## src/rtl/memory_stage.sv

```systemverilog
// Memory pipeline stage: issues loads/stores on the data-bus handshake and
// produces one registered writeback record per accepted execute result.
module memory_stage #(
    parameter int XLEN = 64
) (
    input  logic            clk,
    input  logic            reset,
    input  logic            in_valid,
    input  logic [3:0]      in_memop,
    input  logic [XLEN-1:0] in_addr,
    input  logic [XLEN-1:0] in_wdata,
    input  logic [XLEN-1:0] in_result,
    input  logic [4:0]      in_rdst,
    output logic            stall,
    output logic            dreq_valid,
    output logic [XLEN-1:0] dreq_addr,
    output logic [2:0]      dreq_size,
    output logic [7:0]      dreq_strobe,
    output logic [XLEN-1:0] dreq_data,
    input  logic            dresp_addr_ok,
    input  logic            dresp_data_ok,
    input  logic [XLEN-1:0] dresp_data,
    output logic            out_valid,
    output logic [4:0]      out_rdst,
    output logic [XLEN-1:0] out_result,
    output logic            out_misalign
);

    localparam logic [3:0] OP_LB  = 4'd1;
    localparam logic [3:0] OP_LH  = 4'd2;
    localparam logic [3:0] OP_LW  = 4'd3;
    localparam logic [3:0] OP_LD  = 4'd4;
    localparam logic [3:0] OP_LBU = 4'd5;
    localparam logic [3:0] OP_LHU = 4'd6;
    localparam logic [3:0] OP_LWU = 4'd7;
    localparam logic [3:0] OP_SB  = 4'd8;
    localparam logic [3:0] OP_SH  = 4'd9;
    localparam logic [3:0] OP_SW  = 4'd10;
    localparam logic [3:0] OP_SD  = 4'd11;

    typedef enum logic [1:0] {
        ST_IDLE = 2'd0,
        ST_REQ  = 2'd1,
        ST_WAIT = 2'd2
    } state_t;

    function automatic logic op_is_mem(input logic [3:0] op);
        return (op >= OP_LB) && (op <= OP_SD);
    endfunction

    function automatic logic op_is_store(input logic [3:0] op);
        return (op >= OP_SB) && (op <= OP_SD);
    endfunction

    function automatic logic [2:0] op_size(input logic [3:0] op);
        logic [2:0] size;
        case (op)
            OP_LB, OP_LBU, OP_SB: size = 3'd0;
            OP_LH, OP_LHU, OP_SH: size = 3'd1;
            OP_LW, OP_LWU, OP_SW: size = 3'd2;
            OP_LD, OP_SD:         size = 3'd3;
            default:              size = 3'd0;
        endcase
        return size;
    endfunction

    function automatic logic is_aligned(input logic [2:0] size, input logic [2:0] off);
        logic ok;
        case (size)
            3'd0:    ok = 1'b1;
            3'd1:    ok = (off[0] == 1'b0);
            3'd2:    ok = (off[1:0] == 2'b00);
            default: ok = (off == 3'b000);
        endcase
        return ok;
    endfunction

    function automatic logic [7:0] size_strobe(input logic [2:0] size, input logic [2:0] off);
        logic [7:0] base;
        case (size)
            3'd0:    base = 8'h01;
            3'd1:    base = 8'h03;
            3'd2:    base = 8'h0F;
            default: base = 8'hFF;
        endcase
        return base << off;
    endfunction

    // The bus returns the whole aligned doubleword; shift the addressed bytes down to lane 0.
    function automatic logic [XLEN-1:0] load_extend(input logic [3:0] op,
                                                    input logic [XLEN-1:0] data,
                                                    input logic [2:0] off);
        logic [XLEN-1:0] raw;
        logic [XLEN-1:0] res;
        raw = data >> {off, 3'b000};
        case (op)
            OP_LB:   res = {{(XLEN-8){raw[7]}}, raw[7:0]};
            OP_LH:   res = {{(XLEN-16){raw[15]}}, raw[15:0]};
            OP_LW:   res = {{(XLEN-32){raw[31]}}, raw[31:0]};
            OP_LBU:  res = {{(XLEN-8){1'b0}}, raw[7:0]};
            OP_LHU:  res = {{(XLEN-16){1'b0}}, raw[15:0]};
            OP_LWU:  res = {{(XLEN-32){1'b0}}, raw[31:0]};
            OP_LD:   res = raw;
            default: res = raw;
        endcase
        return res;
    endfunction

    state_t          state_r;
    state_t          state_next_s;
    logic            stall_s;
    logic            mem_s;
    logic            aligned_s;
    logic            complete_s;
    logic [2:0]      in_size_s;

    logic [3:0]      op_r;
    logic [XLEN-1:0] result_r;
    logic [4:0]      rdst_r;
    logic            dreq_valid_r;
    logic [XLEN-1:0] dreq_addr_r;
    logic [2:0]      dreq_size_r;
    logic [7:0]      dreq_strobe_r;
    logic [XLEN-1:0] dreq_data_r;
    logic            out_valid_r;
    logic [4:0]      out_rdst_r;
    logic [XLEN-1:0] out_result_r;
    logic            out_misalign_r;

    assign mem_s      = op_is_mem(in_memop);
    assign in_size_s  = op_size(in_memop);
    assign aligned_s  = is_aligned(in_size_s, in_addr[2:0]);
    assign complete_s = ((state_r == ST_REQ) && dresp_addr_ok && dresp_data_ok) ||
                        ((state_r == ST_WAIT) && dresp_data_ok);

    // Next-state and stall decode.
    always_comb begin
        state_next_s = state_r;
        stall_s      = 1'b0;
        case (state_r)
            ST_IDLE: begin
                if (in_valid && mem_s && aligned_s) begin
                    state_next_s = ST_REQ;
                    stall_s      = 1'b1;
                end else begin
                    state_next_s = ST_IDLE;
                    stall_s      = 1'b0;
                end
            end
            ST_REQ: begin
                if (dresp_addr_ok && dresp_data_ok) begin
                    state_next_s = ST_IDLE;
                    stall_s      = 1'b0;
                end else if (dresp_addr_ok) begin
                    state_next_s = ST_WAIT;
                    stall_s      = 1'b1;
                end else begin
                    state_next_s = ST_REQ;
                    stall_s      = 1'b1;
                end
            end
            ST_WAIT: begin
                if (dresp_data_ok) begin
                    state_next_s = ST_IDLE;
                    stall_s      = 1'b0;
                end else begin
                    state_next_s = ST_WAIT;
                    stall_s      = 1'b1;
                end
            end
            default: begin
                state_next_s = ST_IDLE;
                stall_s      = 1'b0;
            end
        endcase
    end

    // FSM state register.
    always_ff @(posedge clk) begin
        if (reset) begin
            state_r <= ST_IDLE;
        end else begin
            state_r <= state_next_s;
        end
    end

    // Request latching, bus request fields and the writeback record.
    always_ff @(posedge clk) begin
        if (reset) begin
            op_r           <= 4'd0;
            result_r       <= '0;
            rdst_r         <= 5'd0;
            dreq_valid_r   <= 1'b0;
            dreq_addr_r    <= '0;
            dreq_size_r    <= 3'd0;
            dreq_strobe_r  <= 8'h00;
            dreq_data_r    <= '0;
            out_valid_r    <= 1'b0;
            out_rdst_r     <= 5'd0;
            out_result_r   <= '0;
            out_misalign_r <= 1'b0;
        end else begin
            out_valid_r    <= 1'b0;
            out_misalign_r <= 1'b0;
            case (state_r)
                ST_IDLE: begin
                    if (in_valid && !mem_s) begin
                        out_valid_r  <= 1'b1;
                        out_result_r <= in_result;
                        out_rdst_r   <= in_rdst;
                    end else if (in_valid && !aligned_s) begin
                        out_valid_r    <= 1'b1;
                        out_misalign_r <= 1'b1;
                        out_result_r   <= '0;
                        out_rdst_r     <= 5'd0;
                    end else if (in_valid) begin
                        op_r         <= in_memop;
                        result_r     <= in_result;
                        rdst_r       <= in_rdst;
                        dreq_valid_r <= 1'b1;
                        dreq_addr_r  <= in_addr;
                        dreq_size_r  <= in_size_s;
                        if (op_is_store(in_memop)) begin
                            dreq_strobe_r <= size_strobe(in_size_s, in_addr[2:0]);
                            dreq_data_r   <= in_wdata << {in_addr[2:0], 3'b000};
                        end else begin
                            dreq_strobe_r <= 8'h00;
                            dreq_data_r   <= '0;
                        end
                    end
                end
                ST_REQ: begin
                    if (dresp_addr_ok) begin
                        dreq_valid_r <= 1'b0;
                    end
                end
                ST_WAIT: begin
                    dreq_valid_r <= 1'b0;
                end
                default: begin
                    dreq_valid_r <= 1'b0;
                end
            endcase
            if (complete_s) begin
                out_valid_r <= 1'b1;
                if (op_is_store(op_r)) begin
                    out_result_r <= result_r;
                    out_rdst_r   <= 5'd0;
                end else begin
                    out_result_r <= load_extend(op_r, dresp_data, dreq_addr_r[2:0]);
                    out_rdst_r   <= rdst_r;
                end
            end
        end
    end

    // Reset forces stall low so every output reads 0 while reset is held.
    assign stall        = stall_s & ~reset;
    assign dreq_valid   = dreq_valid_r;
    assign dreq_addr    = dreq_addr_r;
    assign dreq_size    = dreq_size_r;
    assign dreq_strobe  = dreq_strobe_r;
    assign dreq_data    = dreq_data_r;
    assign out_valid    = out_valid_r;
    assign out_rdst     = out_rdst_r;
    assign out_result   = out_result_r;
    assign out_misalign = out_misalign_r;

endmodule

```

## config.mk

```make
export PLATFORM = sky130hd
export DESIGN_NAME = memory_stage
export DESIGN_NICKNAME = d
export VERILOG_FILES = /design/src/rtl/memory_stage.sv
export SDC_FILE = /design/constraint.sdc
export NUM_CORES = 1
export LEC_CHECK = 0
export ABC_AREA = 0
export CAP_MARGIN = 25
export CORE_ASPECT_RATIO = 0.75
export CORE_MARGIN = 10
export CORE_UTILIZATION = 47
export DETAILED_ROUTE_END_ITERATION = 10
export GPL_TIMING_DRIVEN = 0
export PLACE_DENSITY = 0.9
export REMOVE_ABC_BUFFERS = 1
export SYNTH_ARGS = -nofsm -noshare
export SYNTH_HDL_FRONTEND = slang
export SYNTH_SLANG_ARGS = --single-unit
```

## constraint.sdc

```tcl
create_clock -name clk -period 5.1 [get_ports clk]
set_clock_uncertainty 0.2 [all_clocks]
set_input_delay 1.275 -clock clk [delete_from_list [all_inputs] [get_ports clk]]
set_output_delay 1.275 -clock clk [all_outputs]
set_load 0.02 [all_outputs]
```

==> impl_metrics.ini, run 1 <==
[clocking]
clock_sinks = 285
cts_buffers = 29
cts.path.max_buffers = 3
worst_setup_hold_path_clk_slew_ns = 0.06
clk_latency_ns = 0.56
cts-root-buf = clkbuf_16
h-tree-depth = 1
cts_tree = done
cts_hold_buf = 0

[worst_setup_path]
path_max_fanout = 10
critical_path_arrival_ns = 3.47
end_kind = output port
r2r_setup_slack_ns = 1.25
slowest_delay_ns = 0.56
cp.required_ns = 3.62
cp_num_buf_inv = 3
crit_path_cell_trace = clkdlybuf4s50_1, or3_4, a311oi_4, o21a_4, nand3_4, buf_16, a21oi_1, buf_4
crit_family = buffers and inverters
worst_setup_path_start_kind = input pin
critPathKind = in2out
cp_slowest_cell = clkdlybuf4s50_1

[routing]
met2_length_um = 28740
top_layer = met5
ant_nets = 0
drt-met1-wl_um = 22190
route.met3.wl_um = 7420
drt-pass1-iter-count = 6
drt_wl_total_um = 61200
routedWlPerCell_um = 23.66
via_per_inst = 6.261
dr.first_iter.drc_count = 2314
drc = 0
vias = 16200

[global_routing]
first_global_vias = 15700
grt_start_max_net_pins = 141
grt_antenna_before_repair = 14
grt_use_total_pct = 29.54
grt-ovfl-total = 0
grt_pass1_wl_um = 90980

[synth]
synth.distinct_cells = 72
synth_cells = 1792
synth_flop_cell = dfxtp_1
netlist_top_cells_area = dfxtp_1 (39%), nand2_1 (10%), a21oi_1 (7.6%)
synth_seq_area_share_pct = 39.29
ys_warn_count = 0
synth_top_area_share_pct = 39.29
syn_area_per_cell_um2 = 8.103
synth_largest_area_cell = dfxtp_1
synth-seq-cells = 285
synth-edff-count = 0
ys_async_sr_fraction_pct = 0
netlist_area_um2 = 14520

[timing]
finalHoldViolCount = 0
fmax_mhz = 202.1
slew_viol_final = 0
worstMarginPinSlew_ns = 1.034
rsz0062_at_grt = no
fin_ws_ns = 0.1520
fin_crit_sh_pct = 97.02
slew_headroom_pct = 31.08
period_needed_ns = 4.948
setup_viol = 0

[cells_and_area]
area_growth_syn_to_layout_pct = 41.81
num-nets-final = 2431
drive_gt1_share_pct = 6.936

[placement]
routabilityCongestion = 0.8793
hpwlAfterDp_um = 43530
pre_cts_ws_ns = -0.9288
io_buffer_count = 480

[pwr]
powerDensity_nw_per_um2 = 293.7
ir_drop_uv = 295.8
total_power_uw = 6048
power_leakage_uw = 0.007207

[status]
status = complete, no violations

[floorplanning]
die_x_um = 223.0
io_pins = 482
coreArea_um2 = 30280
dieArea_um2 = 38400
start_util_pct = 47.95
num_rows = 55
die_h_um = 172.2

[worst_hold_path]
hp-class = reg2reg

[run]
maxCapViolCount = 0
==> worst min-delay path, stage by stage, from the launching register on <==
cell and delay (ns):
dfxtp_1 0.30, nand2_1 0.05, a21oi_1 0.05
==> synthesized netlist by cell type, types with 10 or more instances <==
master / n
nand2b_1: 11
a311oi_1: 10
a22o_1: 10
o21ai_0: 58
nor2b_1: 26
o21a_1: 10
nand3_1: 57
buf_2: 66
mux2_2: 27
a221oi_1: 28
mux2i_1: 85
a22oi_1: 44
a211oi_1: 32
nand2_1: 390
a21oi_1: 221
o21bai_1: 18
nor3_1: 32
dfxtp_1: 285
inv_1: 12
mux4_2: 25
clkbuf_1: 83
buf_1: 15
nor2_1: 97
o22ai_1: 11
o221ai_1: 24
==> cells in the final DEF, fill, tap and decap left out, types with 28 or more instances in the layout <==
master / instances
clkdlybuf4s50_1: 473
nor2_1: 95
a221oi_1: 28
nor3_1: 31
a22oi_1: 44
dfxtp_1: 282
o21ai_0: 58
mux2i_1: 85
a21oi_1: 221
nand3_1: 57
nand2_1: 390
a211oi_1: 32
clkbuf_16: 29
==> sequential cells by signal, summed over array words and instances, names as in the netlist <==
register and cells:
dreq_addr 64, dreq_strobe 8, out_result 64, op_r 4, out_misalign 1, state_r 2
dreq_valid 1, rdst_r 5, out_valid 1, dreq_data 64, dreq_size 2, result_r 64
out_rdst 5
==> per-layer routing <==
| metal | GRT usage, % | vias up |
|---|---|---|
| met3 | 8.841 | 236 |
| li1 | - | 7153 |
| met5 | 0 | - |
| met1 | 35.33 | 7661 |
| met2 | 47.80 | 1136 |
| met4 | 14.62 | 10 |
==> worst paths after layout <==
kind,from,endpoint,cells past startpoint
worst max register to register,dreq_addr[0]$_SDFFE_PP0P_,out_result[56]$_SDFFE_PP0P_,7
worst min register to register,result_r[57]$_SDFFE_PP0P_,result_r[57]$_SDFFE_PP0P_,2
worst max-delay path,in_memop[2],stall,8
worst min-delay path,result_r[57]$_SDFFE_PP0P_,result_r[57]$_SDFFE_PP0P_,2
==> repair_timing <==
item | 4_1_cts | 5_1_grt
setup endpoints to repair | 1 | 1
setup buffers | 2 | 1
hold endpoints to repair | 0 | 0
pin swaps | 2 | 2
cloned | 2 | 0
resized for setup | 6 | 1
==> final cells by class <==
cell class              count  area (um^2)
well taps                 399        499.2
fillers                  2309         9688
clock inverters             9        100.1
clock buffers              42        844.6
inverters                  12        45.04
multi-input cells        1325         8077
repair buffers            504         5286
diodes                     11        27.53
flip-flops and latches    285         5712
==> report_power, final <==
part	switching [uW]	total [uW]	internal (uW)
clock network	909	2150	1240
registers	93.0	2440	2350
logic	797	1450	658
total	1800	6050	4250
==> stage by stage <==
stage	std cells	instance area [um^2]	hold WS, ns	utilization (%)	setup TNS [ns]
floorplan	1622	13770	0.2271	-	-288.17
global placement	2501	19080	0.2384	63.01	-1694.56
detailed placement	2520	19530	0.2438	64.51	-1.321
CTS	2575	20550	0.2522	67.88	0
global route	2582	20580	0.2678	67.96	0
finish	2587	20590	0.2523	68.00	0
==> cell families (layout without fill, tap and decap cells) <==
logic type               after synthesis  after routing  share of synthesized area (%)
flip-flops                           285            285                          39.29
multiplexers                         137            137                          11.83
adder cells (fa/ha/maj)                4              4                         0.3447
AND/OR/NAND/NOR                      654            654                          19.41
buffers and inverters                182            567                          5.446
other                                  1             12                        0.02583
AO/OA/AOI/OAI                        529            529                          23.65
Note: power is estimated with default switching activity, not from simulation.
==> run 2: changes to the inputs <==
- HOLD_SLACK_MARGIN: unset -> 0.1
==> results of run 2 <==
The final DEF is identical to that of run 1; final timing and power are the same.
